File: src/rtl/tank_move_sched.sv
// -----------------------------------------------------------------------------
// tank_move_sched
//
// Frame-synchronous movement scheduler for the tank state registers that the
// VGA pixel renderer reads. Once per video frame (on i_frame_start) it walks
// the N_TANKS slots in fixed order, one slot per clock. For each slot it
// applies the latched direction command, clamps moves at the grid border and
// suppresses moves onto a cell occupied by another live tank.
//
// Ports:
//   i_clk_25m      pixel clock, all logic on its rising edge
//   i_rst_n        asynchronous active-low reset
//   i_frame_start  one-cycle pulse at start of vertical blanking
//   i_tank_exist   bit k = slot k is alive
//   i_cmd          one-hot command per slot at [4k+3:4k]
//                  (1000 up, 0100 down, 0010 left, 0001 right, 0000 none)
//   o_tank_x       cell x of slot k at [6k+5:6k]
//   o_tank_y       cell y of slot k at [6k+5:6k]
//   o_tank_dir     facing of slot k at [2k+1:2k] (0 up, 1 down, 2 left, 3 right)
//   o_busy         high from PREP through DONE (sweep in progress)
//   o_update_done  one-cycle pulse during DONE
//   o_overrun      sticky, set when i_frame_start arrives outside IDLE
//   o_dbg_state    current FSM state (IDLE=0, PREP=1, SVC=2, DONE=3)
//
// Handshake: i_frame_start is a single-cycle request accepted only in IDLE;
// a request seen in any other state is dropped and flagged on o_overrun.
// o_update_done is a single-cycle completion strobe with no back-pressure.
// -----------------------------------------------------------------------------
module tank_move_sched #(
  parameter int N_TANKS  = 5,
  parameter int GRID_W   = 64,
  parameter int GRID_H   = 48,
  parameter int MOVE_DIV = 4
) (
  input  logic                   i_clk_25m,
  input  logic                   i_rst_n,
  input  logic                   i_frame_start,
  input  logic [N_TANKS-1:0]     i_tank_exist,
  input  logic [4*N_TANKS-1:0]   i_cmd,
  output logic [6*N_TANKS-1:0]   o_tank_x,
  output logic [6*N_TANKS-1:0]   o_tank_y,
  output logic [2*N_TANKS-1:0]   o_tank_dir,
  output logic                   o_busy,
  output logic                   o_update_done,
  output logic                   o_overrun,
  output logic [1:0]             o_dbg_state
);

  localparam int IDX_W = (N_TANKS > 1) ? $clog2(N_TANKS) : 1;
  localparam int DIV_W = (MOVE_DIV > 1) ? $clog2(MOVE_DIV) : 1;

  localparam logic [IDX_W-1:0] LAST_IDX = IDX_W'(N_TANKS - 1);
  localparam logic [DIV_W-1:0] DIV_LAST = DIV_W'(MOVE_DIV - 1);
  localparam logic [5:0]       X_MAX    = 6'(GRID_W - 1);
  localparam logic [5:0]       Y_MAX    = 6'(GRID_H - 1);

  localparam logic [1:0] DIR_UP    = 2'd0;
  localparam logic [1:0] DIR_DOWN  = 2'd1;
  localparam logic [1:0] DIR_LEFT  = 2'd2;
  localparam logic [1:0] DIR_RIGHT = 2'd3;

  typedef enum logic [1:0] {
    S_IDLE = 2'd0,
    S_PREP = 2'd1,
    S_SVC  = 2'd2,
    S_DONE = 2'd3
  } state_t;

  // Power-on placement: slot 0 near the bottom facing up, others along the top
  // facing down, spread 12 cells apart.
  function automatic logic [5:0] rst_x(input int k);
    return 6'(4 + 12 * k);
  endfunction

  function automatic logic [5:0] rst_y(input int k);
    return (k == 0) ? 6'(GRID_H - 4) : 6'd3;
  endfunction

  function automatic logic [1:0] rst_dir(input int k);
    return (k == 0) ? DIR_UP : DIR_DOWN;
  endfunction

  state_t           r_state;
  state_t           w_state_nxt;
  logic [IDX_W-1:0] r_idx;
  logic [DIV_W-1:0] r_div;
  logic             r_step_en;
  logic             r_overrun;

  logic [5:0] r_x       [N_TANKS];
  logic [5:0] r_y       [N_TANKS];
  logic [1:0] r_dir     [N_TANKS];
  logic       r_pend_v  [N_TANKS];
  logic [1:0] r_pend_dir[N_TANKS];

  logic       w_cmd_vld [N_TANKS];
  logic [1:0] w_cmd_dir [N_TANKS];

  logic [5:0] w_cur_x;
  logic [5:0] w_cur_y;
  logic [5:0] w_tgt_x;
  logic [5:0] w_tgt_y;
  logic [1:0] w_pd;
  logic       w_pv;
  logic       w_alive;
  logic       w_at_edge;
  logic       w_blocked;
  logic       w_do_turn;
  logic       w_do_move;

  // ---------------------------------------------------------------------------
  // Command decode: only exact one-hot patterns are legal; anything with two
  // or more bits set, and 0000, produce no capture.
  // ---------------------------------------------------------------------------
  always_comb begin
    for (int k = 0; k < N_TANKS; k++) begin
      w_cmd_vld[k] = 1'b0;
      w_cmd_dir[k] = DIR_UP;
      case (i_cmd[4*k +: 4])
        4'b1000: begin w_cmd_vld[k] = 1'b1; w_cmd_dir[k] = DIR_UP;    end
        4'b0100: begin w_cmd_vld[k] = 1'b1; w_cmd_dir[k] = DIR_DOWN;  end
        4'b0010: begin w_cmd_vld[k] = 1'b1; w_cmd_dir[k] = DIR_LEFT;  end
        4'b0001: begin w_cmd_vld[k] = 1'b1; w_cmd_dir[k] = DIR_RIGHT; end
        default: ;
      endcase
    end
  end

  // ---------------------------------------------------------------------------
  // FSM next state
  // ---------------------------------------------------------------------------
  always_comb begin
    w_state_nxt = r_state;
    case (r_state)
      S_IDLE:  if (i_frame_start) w_state_nxt = S_PREP;
      S_PREP:  w_state_nxt = S_SVC;
      S_SVC:   if (r_idx == LAST_IDX) w_state_nxt = S_DONE;
      S_DONE:  w_state_nxt = S_IDLE;
      default: w_state_nxt = S_IDLE;
    endcase
  end

  // ---------------------------------------------------------------------------
  // Slot service datapath for the slot selected by r_idx.
  // Because slots are written back one per cycle, the register array already
  // holds this-sweep values for j<k and pre-sweep values for j>k, which is
  // exactly the ordering the blocking rule needs.
  // ---------------------------------------------------------------------------
  always_comb begin
    w_cur_x   = r_x[r_idx];
    w_cur_y   = r_y[r_idx];
    w_pv      = r_pend_v[r_idx];
    w_pd      = r_pend_dir[r_idx];
    w_alive   = i_tank_exist[r_idx];
    w_tgt_x   = w_cur_x;
    w_tgt_y   = w_cur_y;
    w_at_edge = 1'b0;
    w_blocked = 1'b0;

    // The +/-1 result may wrap here; w_at_edge keeps it from ever committing.
    case (w_pd)
      DIR_UP: begin
        w_at_edge = (w_cur_y == 6'd0);
        w_tgt_y   = w_cur_y - 6'd1;
      end
      DIR_DOWN: begin
        w_at_edge = (w_cur_y >= Y_MAX);
        w_tgt_y   = w_cur_y + 6'd1;
      end
      DIR_LEFT: begin
        w_at_edge = (w_cur_x == 6'd0);
        w_tgt_x   = w_cur_x - 6'd1;
      end
      default: begin
        w_at_edge = (w_cur_x >= X_MAX);
        w_tgt_x   = w_cur_x + 6'd1;
      end
    endcase

    for (int j = 0; j < N_TANKS; j++) begin
      if ((IDX_W'(j) != r_idx) && i_tank_exist[j] &&
          (r_x[j] == w_tgt_x) && (r_y[j] == w_tgt_y)) begin
        w_blocked = 1'b1;
      end
    end

    // Facing follows the command every sweep; position only on step frames.
    w_do_turn = (r_state == S_SVC) && w_alive && w_pv;
    w_do_move = w_do_turn && r_step_en && !w_at_edge && !w_blocked;
  end

  // ---------------------------------------------------------------------------
  // Control and tank state registers
  // ---------------------------------------------------------------------------
  always_ff @(posedge i_clk_25m or negedge i_rst_n) begin
    if (!i_rst_n) begin
      r_state   <= S_IDLE;
      r_idx     <= '0;
      r_div     <= '0;
      r_step_en <= 1'b0;
      r_overrun <= 1'b0;
      for (int k = 0; k < N_TANKS; k++) begin
        r_x[k]   <= rst_x(k);
        r_y[k]   <= rst_y(k);
        r_dir[k] <= rst_dir(k);
      end
    end else begin
      r_state <= w_state_nxt;

      if (r_state == S_PREP) begin
        r_idx <= '0;
      end else if ((r_state == S_SVC) && (r_idx != LAST_IDX)) begin
        r_idx <= r_idx + IDX_W'(1);
      end

      // The divider only advances on accepted frames; step_en marks the sweep
      // that closes each MOVE_DIV-frame period.
      if ((r_state == S_IDLE) && i_frame_start) begin
        r_step_en <= (r_div == DIV_LAST);
        r_div     <= (r_div == DIV_LAST) ? '0 : (r_div + DIV_W'(1));
      end

      if ((r_state != S_IDLE) && i_frame_start) begin
        r_overrun <= 1'b1;
      end

      if (w_do_turn) begin
        r_dir[r_idx] <= w_pd;
      end
      if (w_do_move) begin
        r_x[r_idx] <= w_tgt_x;
        r_y[r_idx] <= w_tgt_y;
      end
    end
  end

  // ---------------------------------------------------------------------------
  // Pending command latches. A fresh legal command in the service cycle beats
  // the clear, so a command arriving mid-service is kept for the next sweep.
  // Dead slots are serviced too, which discards whatever they had latched.
  // ---------------------------------------------------------------------------
  always_ff @(posedge i_clk_25m or negedge i_rst_n) begin
    if (!i_rst_n) begin
      for (int k = 0; k < N_TANKS; k++) begin
        r_pend_v[k]   <= 1'b0;
        r_pend_dir[k] <= DIR_UP;
      end
    end else begin
      for (int k = 0; k < N_TANKS; k++) begin
        if (w_cmd_vld[k]) begin
          r_pend_v[k]   <= 1'b1;
          r_pend_dir[k] <= w_cmd_dir[k];
        end else if ((r_state == S_SVC) && (r_idx == IDX_W'(k))) begin
          r_pend_v[k] <= 1'b0;
        end
      end
    end
  end

  // ---------------------------------------------------------------------------
  // Outputs: all straight from registers, so the renderer sees values that
  // only move at service edges.
  // ---------------------------------------------------------------------------
  always_comb begin
    o_tank_x   = '0;
    o_tank_y   = '0;
    o_tank_dir = '0;
    for (int k = 0; k < N_TANKS; k++) begin
      o_tank_x[6*k +: 6]   = r_x[k];
      o_tank_y[6*k +: 6]   = r_y[k];
      o_tank_dir[2*k +: 2] = r_dir[k];
    end
  end

  assign o_busy        = (r_state != S_IDLE);
  assign o_update_done = (r_state == S_DONE);
  assign o_overrun     = r_overrun;
  assign o_dbg_state   = r_state;

endmodule

File: config.mk
export PLATFORM = sky130hd
export DESIGN_NAME = tank_move_sched
export DESIGN_NICKNAME = d
export VERILOG_FILES = /design/src/rtl/tank_move_sched.sv
export SDC_FILE = /design/constraint.sdc
export NUM_CORES = 1
export LEC_CHECK = 0
export ABC_AREA = 1
export CAP_MARGIN = 15
export CORE_AREA = 2 2 107 109
export CTS_BUF_LIST = sky130_fd_sc_hd__clkbuf_16
export CTS_CLUSTER_SIZE = 30
export DETAILED_ROUTE_END_ITERATION = 7
export DIE_AREA = 0 0 109 111
export DONT_BUFFER_PORTS = 1
export PLACE_DENSITY = 0.79
export SYNTH_ARGS = -nofsm -noshare
export SYNTH_HDL_FRONTEND = slang
export SYNTH_SLANG_ARGS = --single-unit
File: constraint.sdc
create_clock -name i_clk_25m -period 9.2 [get_ports i_clk_25m]
set_input_delay 0.46 -clock i_clk_25m [delete_from_list [all_inputs] [get_ports i_clk_25m]]
set_output_delay 0.46 -clock i_clk_25m [all_outputs]
set_load 0.01 [all_outputs]
==> results.ini <==
[drt]
viasPerCell = 6.152
totalWireLength_mm = 22.07
postRouteAntennaNets = 0
num_vias = 6982
wire_per_inst_um = 19.45
drc = 0
drt_first_pass_iters = 5
first_iter_violations = 861

[min_path]
hp-class = input port to asynchronous set/reset pin

[sta]
setup_tns_ns = 0
rsz0062_at_grt = no
fin_skew_ns = 0.007173
worst_pin_slew_ns = 0.8880
setup_viol = 0
slew_headroom_pct = 40.63
hold_violations = 0
drv_slew = 0
holdWs_ns = 0.02038
fin_crit_sh_pct = 66.99
min_period_ns = 6.163
fmax_mhz = 162.3

[clock_network]
cts_inserted_buffers = 9
clk_pin_slew_ns = 0.07
htreeDepth = 3
clock-sinks = 94
worstSkewPairLatency_ns = 0.35
cts_tree = built
cts.path.max_buffers = 2
cts-root-buf = clkbuf_16
cts_resized = 0

[floorplanning]
rows = 39
io_pins = 103
die_h_um = 111
die-area_um2 = 12100
coreArea_um2 = 11080
start_util_pct = 62.56
die_w_um = 109

[synthesis]
yosys_warnings = 0
synth_fa_ha_area_share_pct = 3.828
netlist.area_leader.share_pct = 24.92
avgSynthCellArea_um2 = 6.854
muxShareOfSynthArea_pct = 0.3250
synth-edff-count = 0
synthTopCellsByArea = dfrtp_1 25%, nand2_1 20%, dfstp_2 9.5%, nand4_1 7.2%, nand3_1 6.7%
yosysMostFrequentCell = nand2_1
ys_ff_latch = 94
synth_compound_area_share_pct = 5.814
synth_cell_type_count = 39
syn_inst = 1011
synthFlopType = dfrtp_1
yosys-top-cells-count = 373 x nand2_1, 93 x nand3_1, 88 x inv_1, 80 x nand4_1, 70 x nor2_1
synth_largest_area_cell = dfrtp_1
synth_simple_gate_area_share_pct = 44.38
synth-xor-area-share_pct = 1.968
synth_area_um2 = 6929
yosysSeqAreaShare_pct = 34.40
synth.net_count = 1059
synth_async_sr_flop_share_pct = 100.0
synth_top_family_by_area = simple AND/OR/NAND/NOR gates

[placement]
dpl.cell_count = 1118
io_buffers = 0
globalplace.congestion = 1.077
hpwl_mm = 15.82

[global_route]
grt_pass1_vias = 6463
grt_first_pass_wirelength_mm = 35.26
grt_max_degree = 95
track_usage_pct = 38.29
grt-ovfl-total = 0
antenna_found_initial = 0

[worst_setup_path]
criticalPathCategory = flip-flop to flip-flop
cp-end-kind = flip-flop
r2r_start = r_idx[2]
r2r-end = o_tank_x[5]
arrival_ns = 6.40
crit_fanout = 34
rr_worst_depth = 21
cpMostUsedCell = nand2_1
path_cells = inv_2 -> nand4_1 -> nand4_1 -> nor2_1 -> inv_1 -> ha_1 -> a21o_1 -> a21boi_0 -> nand2_1 -> nand2_1 -> nand3_1 -> nand2_1 -> nand2_2 -> nand2_1 -> nand2_1 -> nand3_1 -> nand2_1 -> nor2_4 -> nand3_1 -> nand2_1 -> nand2_1
required_ns = 9.44
max_stage_delay_ns = 0.75
critical_path.slowest_cell = dfrtp_1
rrSetupSlack_ns = 3.04
cp-start-kind = flip-flop

[finish]
fin_nets = 1035
instances_no_fill = 1135
areaGrowthSynthToFinish_pct = 3.792
final_layout_size_suffix_gt1_share_pct = 8.871
antenna_cells_inserted = 0
fill_cells = 1030

[run]
drv_cap = 0

[run_status]
status = complete, no violations

## state kept, by name, indices dropped and copies added, names as in the netlist, 2 cells and up
name	flops
o_tank_x	30
o_tank_dir	10
o_dbg_state	2
r_div	2
r_pend_v	5
r_idx	3
o_tank_y	30
r_pend_dir	10
## cells by family after synthesis
group / Yosys count
compound gates: 63
fa+ha+maj: 20
flops: 94
mux: 2
simple gates: 678
buf+inv: 140
xor+xnor: 14
## per-stage QoR
step / utilization (%) / setup WS, ns / area, um^2
after floorplan: - / 5.563 / 6929
after global placement: 62.10 / 3.348 / 6879
after detailed placement: 62.10 / 3.262 / 6879
after CTS: 64.93 / 3.260 / 7192
after global routing: 64.93 / 2.432 / 7192
final: 64.93 / 3.037 / 7192
## layer usage
metal | wire [um] | GRT usage [%] | vias to the layer above | share of wire (%)
met4 | 883 | 17.52 | 0 | 4.0
met1 | 9170 | 55.48 | 3207 | 42
li1 | - | - | 3280 | -
met2 | 9476 | 54.53 | 424 | 43
met5 | 0 | 0 | - | 0
met3 | 2544 | 8.113 | 71 | 12
## layout make-up
cell class	instances	area, um^2	share of cell area (%)
Timing Repair Buffer	6	65.06	0.9047
Clock buffer	9	225.2	3.132
Tap cell	143	178.9	2.488
Inverter	99	371.6	5.167
Sequential cell	94	2384	33.14
Clock inverter	7	60.06	0.8351
Multi-Input combinational cell	777	3908	54.33
## worst max-delay path: cells and delay by family (launching register included)
kind | cells | cell delay [ns]
adders and majority gates | 1 | 0.37
and+or+nand+nor | 16 | 3.91
buffers and inverters | 2 | 0.56
AOI/OAI and AO/OA | 2 | 0.43
DFF | 1 | 0.75
## layout by cell type, fill, tap and decap left out, types with 11 or more instances in the layout
master,n
a21oi_1,13
dfrtp_1,69
dfstp_2,25
ha_1,18
inv_1,90
inv_2,11
nand2_1,373
nand2_2,16
nand3_1,93
nand3b_1,23
nand4_1,80
nor2_1,70
o21a_1,11
o21ai_0,15
xnor2_1,11
## worst max-delay path by stage
stage | start | end | cells after the start
after floorplan | r_idx[0] | o_tank_y[15] | 28
after global placement | r_idx[2] | o_tank_x[4] | 21
after CTS | r_idx[2] | o_tank_x[5] | 21
after global routing | r_idx[2] | o_tank_y[4] | 21
final | r_idx[2] | o_tank_x[5] | 21
after detailed placement | r_idx[2] | o_tank_x[5] | 21
## timing repair
action | 4_1_cts | 5_1_grt
hold endpoints to repair | 94 | 0
hold buffers | 1 | 0
buffers inserted | 0 | 0
Power is not shown: default switching activity piles up to over one toggle a cycle in this logic, so the estimate is an artifact.
